[src/rtl/swerv_types.sv]
// Shared retire-trace types: one packed record per retired instruction lane.
package swerv_types;

    localparam int TRACE_REC_W = 103;

    typedef struct packed {
        logic [31:0] insn;
        logic [31:0] addr;
        logic        exc;
        logic [4:0]  ecause;
        logic        intr;
        logic [31:0] tval;
    } trace_rec_t;

endpackage

[src/rtl/trace_pkt_buffer_if.sv]
// Producer/consumer bundle of the trace packet buffer; slave is the buffer side.
interface trace_pkt_buffer_if #(
    parameter int NUM_LANES = 3,
    parameter int OUT_LANES = 1,
    parameter int CNT_W     = 16
);
    logic                                          flush;
    logic [NUM_LANES-1:0]                          in_valid;
    swerv_types::trace_rec_t [NUM_LANES-1:0]       in_rec;
    logic                                          in_ready;
    logic [OUT_LANES-1:0]                          out_valid;
    swerv_types::trace_rec_t [OUT_LANES-1:0]       out_rec;
    logic                                          out_ready;
    logic                                          overflow;
    logic [CNT_W-1:0]                              drop_cnt;

    modport master (
        output flush, in_valid, in_rec, out_ready,
        input  in_ready, out_valid, out_rec, overflow, drop_cnt
    );

    modport slave (
        input  flush, in_valid, in_rec, out_ready,
        output in_ready, out_valid, out_rec, overflow, drop_cnt
    );
endinterface

[src/rtl/trace_lane_compact.sv]
// Packs sparse valid lanes into dense write slots: slot j takes the j-th valid lane.
module trace_lane_compact #(
    parameter int NUM_LANES = 3,
    parameter int LW        = (NUM_LANES > 1) ? $clog2(NUM_LANES) : 1,
    parameter int LCW       = $clog2(NUM_LANES + 1)
) (
    input  logic [NUM_LANES-1:0]          in_valid_i,
    output logic [NUM_LANES-1:0][LW-1:0]  slot_src_o,
    output logic [NUM_LANES-1:0]          slot_vld_o,
    output logic [LCW-1:0]                push_n_o
);
    int c;

    always_comb begin
        c          = 0;
        slot_src_o = '0;
        slot_vld_o = '0;
        for (int i = 0; i < NUM_LANES; i++) begin
            if (in_valid_i[i]) begin
                slot_src_o[c] = LW'(i);
                slot_vld_o[c] = 1'b1;
                c             = c + 1;
            end
        end
        push_n_o = LCW'(c);
    end
endmodule

[src/rtl/trace_pkt_buffer.sv]
// Retire trace FIFO: NUM_LANES sparse records in per cycle, up to OUT_LANES oldest out.
module trace_pkt_buffer
    import swerv_types::*;
#(
    parameter int NUM_LANES  = 3,
    parameter int OUT_LANES  = 1,
    parameter int DEPTH      = 8,
    parameter int STALL_MODE = 0,
    parameter int CNT_W      = 16
) (
    input logic            clk,
    input logic            rst_l,
    trace_pkt_buffer_if.slave bus
);
    localparam int PW  = $clog2(DEPTH);
    localparam int CW  = $clog2(DEPTH + 1);
    localparam int LCW = $clog2(NUM_LANES + 1);
    localparam int LW  = (NUM_LANES > 1) ? $clog2(NUM_LANES) : 1;

    trace_rec_t                   mem_q [DEPTH];
    logic [PW-1:0]                wr_ptr_q, wr_ptr_d, rd_ptr_q, rd_ptr_d;
    logic [CW-1:0]                count_q, count_d, free, pop_n;
    logic                         overflow_q, overflow_d;
    logic [CNT_W-1:0]             drop_cnt_q, drop_cnt_d;
    logic [CNT_W:0]               drop_sum;
    logic [NUM_LANES-1:0][LW-1:0] slot_src;
    logic [NUM_LANES-1:0]         slot_vld;
    logic [LCW-1:0]               push_n;
    logic                         accept, push_go, drop;

    trace_lane_compact #(.NUM_LANES(NUM_LANES)) u_compact (
        .in_valid_i (bus.in_valid),
        .slot_src_o (slot_src),
        .slot_vld_o (slot_vld),
        .push_n_o   (push_n)
    );

    // Space is judged on the start-of-cycle count; a same-cycle pop never helps.
    assign free         = CW'(DEPTH) - count_q;
    assign bus.in_ready = (STALL_MODE != 0) ? (free >= CW'(NUM_LANES)) : 1'b1;
    assign accept       = (STALL_MODE != 0) ? bus.in_ready : (CW'(push_n) <= free);
    assign push_go      = accept && !bus.flush;
    assign drop         = (STALL_MODE == 0) && !accept && !bus.flush;
    assign pop_n        = (bus.out_ready && count_q != '0)
                        ? ((count_q >= CW'(OUT_LANES)) ? CW'(OUT_LANES) : count_q) : '0;
    assign drop_sum     = (CNT_W+1)'(drop_cnt_q) + (CNT_W+1)'(push_n);

    always_comb begin
        wr_ptr_d   = wr_ptr_q;
        rd_ptr_d   = rd_ptr_q;
        count_d    = count_q;
        overflow_d = overflow_q;
        drop_cnt_d = drop_cnt_q;
        if (bus.flush) begin
            wr_ptr_d   = '0;
            rd_ptr_d   = '0;
            count_d    = '0;
            overflow_d = 1'b0;
        end else begin
            if (push_go) wr_ptr_d = wr_ptr_q + PW'(push_n);
            rd_ptr_d = rd_ptr_q + PW'(pop_n);
            count_d  = count_q + (push_go ? CW'(push_n) : CW'(0)) - pop_n;
            if (drop) begin
                overflow_d = 1'b1;
                drop_cnt_d = drop_sum[CNT_W] ? '1 : drop_sum[CNT_W-1:0];
            end
        end
    end

    always_ff @(posedge clk) begin
        if (!rst_l) begin
            wr_ptr_q   <= '0;
            rd_ptr_q   <= '0;
            count_q    <= '0;
            overflow_q <= 1'b0;
            drop_cnt_q <= '0;
        end else begin
            wr_ptr_q   <= wr_ptr_d;
            rd_ptr_q   <= rd_ptr_d;
            count_q    <= count_d;
            overflow_q <= overflow_d;
            drop_cnt_q <= drop_cnt_d;
        end
    end

    // Storage is deliberately left unreset; pointers alone define what is live.
    always_ff @(posedge clk) begin
        for (int j = 0; j < NUM_LANES; j++) begin
            if (push_go && slot_vld[j]) mem_q[wr_ptr_q + PW'(j)] <= bus.in_rec[slot_src[j]];
        end
    end

    for (genvar k = 0; k < OUT_LANES; k++) begin : g_out
        assign bus.out_valid[k] = count_q > CW'(k);
        assign bus.out_rec[k]   = mem_q[rd_ptr_q + PW'(k)];
    end

    assign bus.overflow = overflow_q;
    assign bus.drop_cnt = drop_cnt_q;

    always_ff @(posedge clk) begin
        if (rst_l) begin
            assert (count_q <= CW'(DEPTH));
            assert (((bus.out_valid + OUT_LANES'(1)) & bus.out_valid) == '0);
            if (STALL_MODE != 0) assert (drop_cnt_d == drop_cnt_q);
        end
    end
endmodule

[src/flat_wrapper.sv]
// flat-port wrapper written by rule: the top's interface ports become plain ports
module trace_pkt_buffer_flat import swerv_types::*;
#(
    parameter int NUM_LANES  = 3,
    parameter int OUT_LANES  = 1,
    parameter int DEPTH      = 8,
    parameter int STALL_MODE = 0,
    parameter int CNT_W      = 16
)
  (clk, rst_l, bus_flush, bus_in_valid, bus_in_rec, bus_out_ready, bus_in_ready, bus_out_valid, bus_out_rec, bus_overflow, bus_drop_cnt);
  trace_pkt_buffer_if #(.NUM_LANES(NUM_LANES), .OUT_LANES(OUT_LANES), .CNT_W(CNT_W)) bus_i ();
  input logic clk;
  input logic rst_l;
  input wire logic [$bits(bus_i.flush)-1:0] bus_flush;
  input wire logic [$bits(bus_i.in_valid)-1:0] bus_in_valid;
  input wire logic [$bits(bus_i.in_rec)-1:0] bus_in_rec;
  input wire logic [$bits(bus_i.out_ready)-1:0] bus_out_ready;
  output wire logic [$bits(bus_i.in_ready)-1:0] bus_in_ready;
  output wire logic [$bits(bus_i.out_valid)-1:0] bus_out_valid;
  output wire logic [$bits(bus_i.out_rec)-1:0] bus_out_rec;
  output wire logic [$bits(bus_i.overflow)-1:0] bus_overflow;
  output wire logic [$bits(bus_i.drop_cnt)-1:0] bus_drop_cnt;
  assign bus_i.flush = bus_flush;
  assign bus_i.in_valid = bus_in_valid;
  assign bus_i.in_rec = bus_in_rec;
  assign bus_i.out_ready = bus_out_ready;
  assign bus_in_ready = bus_i.in_ready;
  assign bus_out_valid = bus_i.out_valid;
  assign bus_out_rec = bus_i.out_rec;
  assign bus_overflow = bus_i.overflow;
  assign bus_drop_cnt = bus_i.drop_cnt;
  trace_pkt_buffer #(.NUM_LANES(NUM_LANES), .OUT_LANES(OUT_LANES), .DEPTH(DEPTH), .STALL_MODE(STALL_MODE), .CNT_W(CNT_W)) u_core (.clk(clk), .rst_l(rst_l), .bus(bus_i));
endmodule
[config.mk]
export PLATFORM = sky130hd
export DESIGN_NAME = trace_pkt_buffer_flat
export DESIGN_NICKNAME = d
export VERILOG_FILES = /design/src/rtl/swerv_types.sv /design/src/rtl/trace_pkt_buffer_if.sv /design/src/rtl/trace_lane_compact.sv /design/src/rtl/trace_pkt_buffer.sv /design/src/flat_wrapper.sv
export SDC_FILE = /design/constraint.sdc
export NUM_CORES = 2
export LEC_CHECK = 0
export CAP_MARGIN = 10
export CORE_MARGIN = 5
export CORE_UTILIZATION = 42
export CTS_BUF_LIST = sky130_fd_sc_hd__clkbuf_2
export DETAILED_ROUTE_END_ITERATION = 10
export GPL_ROUTABILITY_DRIVEN = 1
export PLACE_DENSITY = 0.59
export SYNTH_ARGS = -nofsm -noshare
export SYNTH_HDL_FRONTEND = slang
export SYNTH_SLANG_ARGS = --single-unit
[constraint.sdc]
create_clock -name clk -period 10.9 [get_ports clk]
set_input_delay 1.09 -clock clk [delete_from_list [all_inputs] [get_ports clk]]
set_output_delay 1.09 -clock clk [all_outputs]
set_load 0.02 [all_outputs]
# --- After elaboration in Yosys (flattened, before gate mapping) ---
# Memory sizes are Yosys's and may differ from the RTL's. A register that Yosys moved wholly into a read port is not among the register bits.
# Index checks and enable logic that the tools add are counted.
word_totals:
  register_bits: 27
  ram_bits: 824
  input_bits: 316
  output_inout_bits: 122
  elab_cells: 79
  n_memories: 1
mem_list:
  columns: ["memory", "depth", "word_bits", "read_ports", "rd_clocked_by_memory_dff", "write_ports", "line", "text"]
  rows:
  - ["u_core.mem_q", 8, 103, 1, 1, 3, "trace_pkt_buffer.sv:20", "trace_rec_t mem_q [DEPTH];"]
classes:
  add_sub_neg: 10
  n_lt_le_gt_ge: 10
  n_mux: 33
  bitwise_logic: 7
  n_reduce_logical: 13
ops:
  columns: ["operator", "n"]
  rows:
  - ["binary-select mux 103 bit (select 2 bit)", 3]
  - ["two-way mux 103 bit", 3]
  - ["greater-or-equal comparator 32 x 1 -> 1 bit, second input constant", 2]
  - ["< comparator 32 x 4 -> 1 bit, second input constant", 2]
  - ["adder 32 x 2 -> 32 bit, second input constant", 1]
  - ["two-way mux 32 bit", 1]
  - ["adder 16 x 2 -> 17 bit", 1]
  - ["two-way mux 16 bit", 1]
  - ["two-way mux 1 bit", 10]
  - ["< comparator 2 x 3 -> 1 bit, second input constant", 3]
  - ["two-way mux 3 bit", 3]
  - ["demux 2 bit (select 2 bit)", 2]
  - ["logical AND 1 bit", 8]
  - ["two-way mux 2 bit", 4]
  - ["two-way mux 4 bit", 2]
  - ["two-way mux 6 bit", 1]
  - ["bitwise OR 3 bit", 2]
  - ["two-way mux 5 bit", 1]
  - ["adder 4 bit", 1]
  - ["demux 1 bit (select 2 bit)", 2]
  - ["greater-or-equal comparator 4 x 1 -> 1 bit, second input constant", 1]
  - ["> comparator 4 x 1 -> 1 bit, second input constant", 1]
  - ["<= comparator 2 x 4 -> 1 bit", 1]
  - ["nonzero test 4 bit", 1]
  - ["14 further kinds", 16]

# --- Longest topological paths before layout ---
logic_depth:
  word_depth: 12
  mapped_depth: 18
  ltp_nobuf: 17

# --- By module ---
# From an unflattened synthesis, not the netlist that was laid out.
hier_totals:
  hier_cells: 5223
  area_unflattened_um2: 56240.2
modules_own_cells:
  columns: ["module", "instances", "cells_each", "area_each_um2", "seq_area_each_um2"]
  rows:
  - ["trace_pkt_buffer", 1, 5205, 56093.8, 25284.2]
  - ["trace_lane_compact", 1, 18, 146.4, 0.0]

# --- Least setup slack after synthesis ---
# No wires, ideal clock.
synth_timing:
  kind: "input -> register"
  start: "input port bus_in_valid[0]"
  end: "memory u_core.mem_q[2][0] (netlist name) (enable)"
  setup_ns: 0.717
  arrival_ns: 10.782
  required_ns: 10.183
  setup_slack_ns: -0.599
  stages: 13
  path_buffers: 4
  path_cell_list: "ha_1 > buf_2 > nand2b_1 > nand2_1 > ha_1 > and2_1 > a211oi_1 > buf_2 > nand2_1 > buf_2 > buf_2 > nand4_1 > o31ai_1"
synth_lines:
  columns: ["item", "line", "text"]
  rows:
  - ["start: declaration", "flat_wrapper.sv:15", "input wire logic [$bits(bus_i.in_valid)-1:0] bus_in_valid;"]
  - ["end: declaration", "trace_pkt_buffer.sv:20", null]

==> impl_results.md <==
- DP Area: ~63000 µm²
- Initial antenna violation count: 1
- Fin nets: about 6400
- TritonCTS clock tree: yes
- Worst Max-Slew Pin Slew: 1360 ps
- Max_cap viols: 0
- Pwr per Cell Area: about 180 nW/µm²
- I/O Pins: ~440
- Final setup vio count: 0
- Critical path arrival: about 5700 ps
- Clk buf depth: 3
- Kind of end point of the critical path: output port
- Rows: between 100 and 150
- Status: complete, no violations
- CP top delay family: buffers and inverters
- Number of synthesized flops with an enable pin: between 800 and 900
- Core region area: 138000 µm²
- Gpl congestion: just over 0.8
- Die W: ~380 µm
- Layout cells sized above 1: 0.154
- WS Path Type: flip-flop to output port
- Starting DRT DRC Count: around 8000
- Worst R2R Start: u_core.count_q[0]$_SDFF_PP0_
- Hold Startpoint: bus_out_ready
- Yosys warns: 0
- Detail Route Antenna Nets: 0
- DR pass1 iterations: 8
- Clk slew on worst S/H paths: 110 ps
- Grt ovf: 0
- Most used flip-flop cell after synthesis: edfxtp_1
- TNS Setup: 0 ps
- Worst-Skew Late Latency: 1710 ps
- Mapped Area: slightly below 60000 µm²
- Final slew viol count: 0
- Root buffer cell: clkbuf_2
- Starting density of the core: 0.424
- Final min period: a little under 7000 ps
- Most frequent cells in the layout: a21oi_1 (846), edfxtp_1 (824), o31ai_1 (797), nand2_1 (737), nor3_1 (697)
- Crit path launch: u_core.rd_ptr_q[0]$_SDFF_PP0_
- Layout area overhead: 12.4%
- Routed via count: ~56000
- RSZ-0062 raised after global routing: false
- Max-slew headroom: 0.0921
- Vias in the first global route: about 55000
- Seq/Total Area, Yosys: 0.433
- Synth async-reset ratio: 0
- CP most frequent cell: buf_4
- Commonest non-fill, non-tap cell in the layout: a21oi_1
- Drt wl/cell: about 31 µm
- Crit path buffers/inverters: 3
- Crit share post-route: 0.624
- Crit-path cells: buf_4 -> buf_4 -> mux4_2 -> mux2_2 -> clkdlybuf4s50_1
- PortBufs: between 400 and 500
- Synth unique cells: slightly above 50
- Avg Cell Area, Syn: slightly below 10 µm²
- Mapped Cells: approximately 6000
- Crit start category: flip-flop
- HPWL Detailed: 129000 µm
- Leak: roughly 20 nW
- Clock Skew: roughly 110 ps
- Finished Cell Area: around 66000 µm²
- Clk sinks: 851
- H-tree depth: 4
- Die area: 147000 µm²
- Utilization after layout: 0.477
- WP data required: 9810 ps
- Largest net degree at the start of global routing: approximately 230
- Die height: about 380 µm
- Overall Power: ~12 mW
- VDD IR max: roughly 350 µV
- Placed cell count: 7637
- CTS Buf Count: approximately 230
- Flops & latches, synth: approximately 850
- Final non-filler cell total: between 8000 and 9000
- Fmax: ~150 MHz
- CP Max Fanout: 43
- Largest stage delay, worst path: about 910 ps
- Final hold violation count: 0
- Mapped Nets: 6357
- Hold crit path type: input pin to flip-flop
- Global-route total usage across every layer: 0.321
- First-pass GRT wire length: 358000 µm
- CP max stage cell: buf_4
- Residual DRC: 0
- Vias/cell: approximately 6.9
- Final wirelength: between 200000 and 250000 µm
-- worst paths after layout --
kind,endpoint,slack [ps],cells past startpoint
max,bus_out_rec[24],4100,5
min,u_core.rd_ptr_q[2]$_SDFF_PP0_,360,5
max reg2reg,u_core.mem_q[7][31]$_DFFE_PP_,5110,12
min reg2reg,u_core.bus.overflow$_SDFFE_PP0P_,530,2
-- timing repair --
| item | 4_1_cts | 5_1_grt |
|---|---|---|
| endpoints found under the setup margin | 0 | 0 |
| hold buffers | 1 | 0 |
| hold endpoints to repair | 2 | 0 |
| resized for setup | 0 | 0 |
| setup buffers | 0 | 0 |
-- sequential cells by signal, indices dropped and copies added (netlist names) --
register,count
u_core.bus.drop_cnt,16
u_core.count_q,4
u_core.mem_q,824
u_core.bus.overflow,1
u_core.wr_ptr_q,3
u_core.rd_ptr_q,3
-- cell type report --
class	count	area (µm²)
diodes	2	5.00
clock buffers	350	1750
clock inverters	57	380
fillers	12800	72100
inverters	23	88.8
multi-input cells	4430	30500
flip-flops and latches	851	25300
well taps	1794	2240
repair buffers	543	5400
-- cell usage after synthesis, drive strengths merged, types with 2 or more instances --
cell type | count | area [µm²]
mux4 | 206 | 4640
mux2i | 207 | 2070
edfxtp | 824 | 24700
or4 | 2 | 15.0
buf | 201 | 895
nand4 | 7 | 43.8
nor3 | 698 | 3500
mux2 | 206 | 2320
xor2 | 10 | 87.6
a21oi | 848 | 4250
nor2 | 16 | 62.6
ha | 18 | 225
dfxtp | 27 | 541
nor4 | 5 | 31.3
nand2b | 13 | 81.3
clkbuf | 513 | 1930
a2111oi | 8 | 178
inv | 23 | 86.3
o21ai | 240 | 1200
xnor2 | 11 | 104
nand2 | 744 | 2790
nand4b | 3 | 26.3
nor2b | 4 | 25.0
fa | 5 | 100
a31o | 28 | 245
o31ai | 799 | 6000
o2bb2ai | 103 | 902
and2 | 10 | 62.6
o21bai | 2 | 15.0
and3 | 3 | 18.8
o311a | 3 | 30.0
a211oi | 5 | 37.5
o21a | 4 | 30.0
nand3 | 214 | 1070
-- logic make-up after synthesis --
| kind of cell | synth area share |
|---|---|
| muxes | 0.155 |
| AOI/OAI and AO/OA | 0.221 |
| and+or+nand+nor | 0.133 |
| adders and majority gates | 0.00557 |
| other | 0.0000642 |
| xor gates and xnor gates | 0.00328 |
| buffers and inverters | 0.0497 |
| DFF | 0.433 |
-- stage by stage --
step | hold WS (ps) | worst slack (ps)
3_3_place_gp | 508 | 3160
4_1_cts | 198 | 3820
3_5_place_dp | 507 | 3090
6_report | 356 | 4100
5_1_grt | 326 | 3710
2_1_floorplan | 549 | -275
-- worst min-delay path: stages --
cell and delay (ps):
clkdlybuf4s50_1 440, nor3b_1 180, nand2_1 80, xnor2_1 60, nor2_1 70
-- routing by layer --
layer  vias to the layer above  part of all wire  global-route usage
li1                      23700                 -                   -
met1                     27100              0.37               0.415
met2                      4041              0.46               0.511
met3                       751              0.12              0.0819
met4                         0             0.045               0.142
met5                         -                 0                   0
-- where the power goes --
group / total [mW] / internal [mW] / leakage, nW / switching, mW
Combinational: 5.17 / 1.52 / 10.9 / 3.64
Clock: 2.47 / 0.977 / 1.63 / 1.49
Sequential: 4.23 / 4.11 / 7.75 / 0.120
Power figures use the tool's default switching activity.
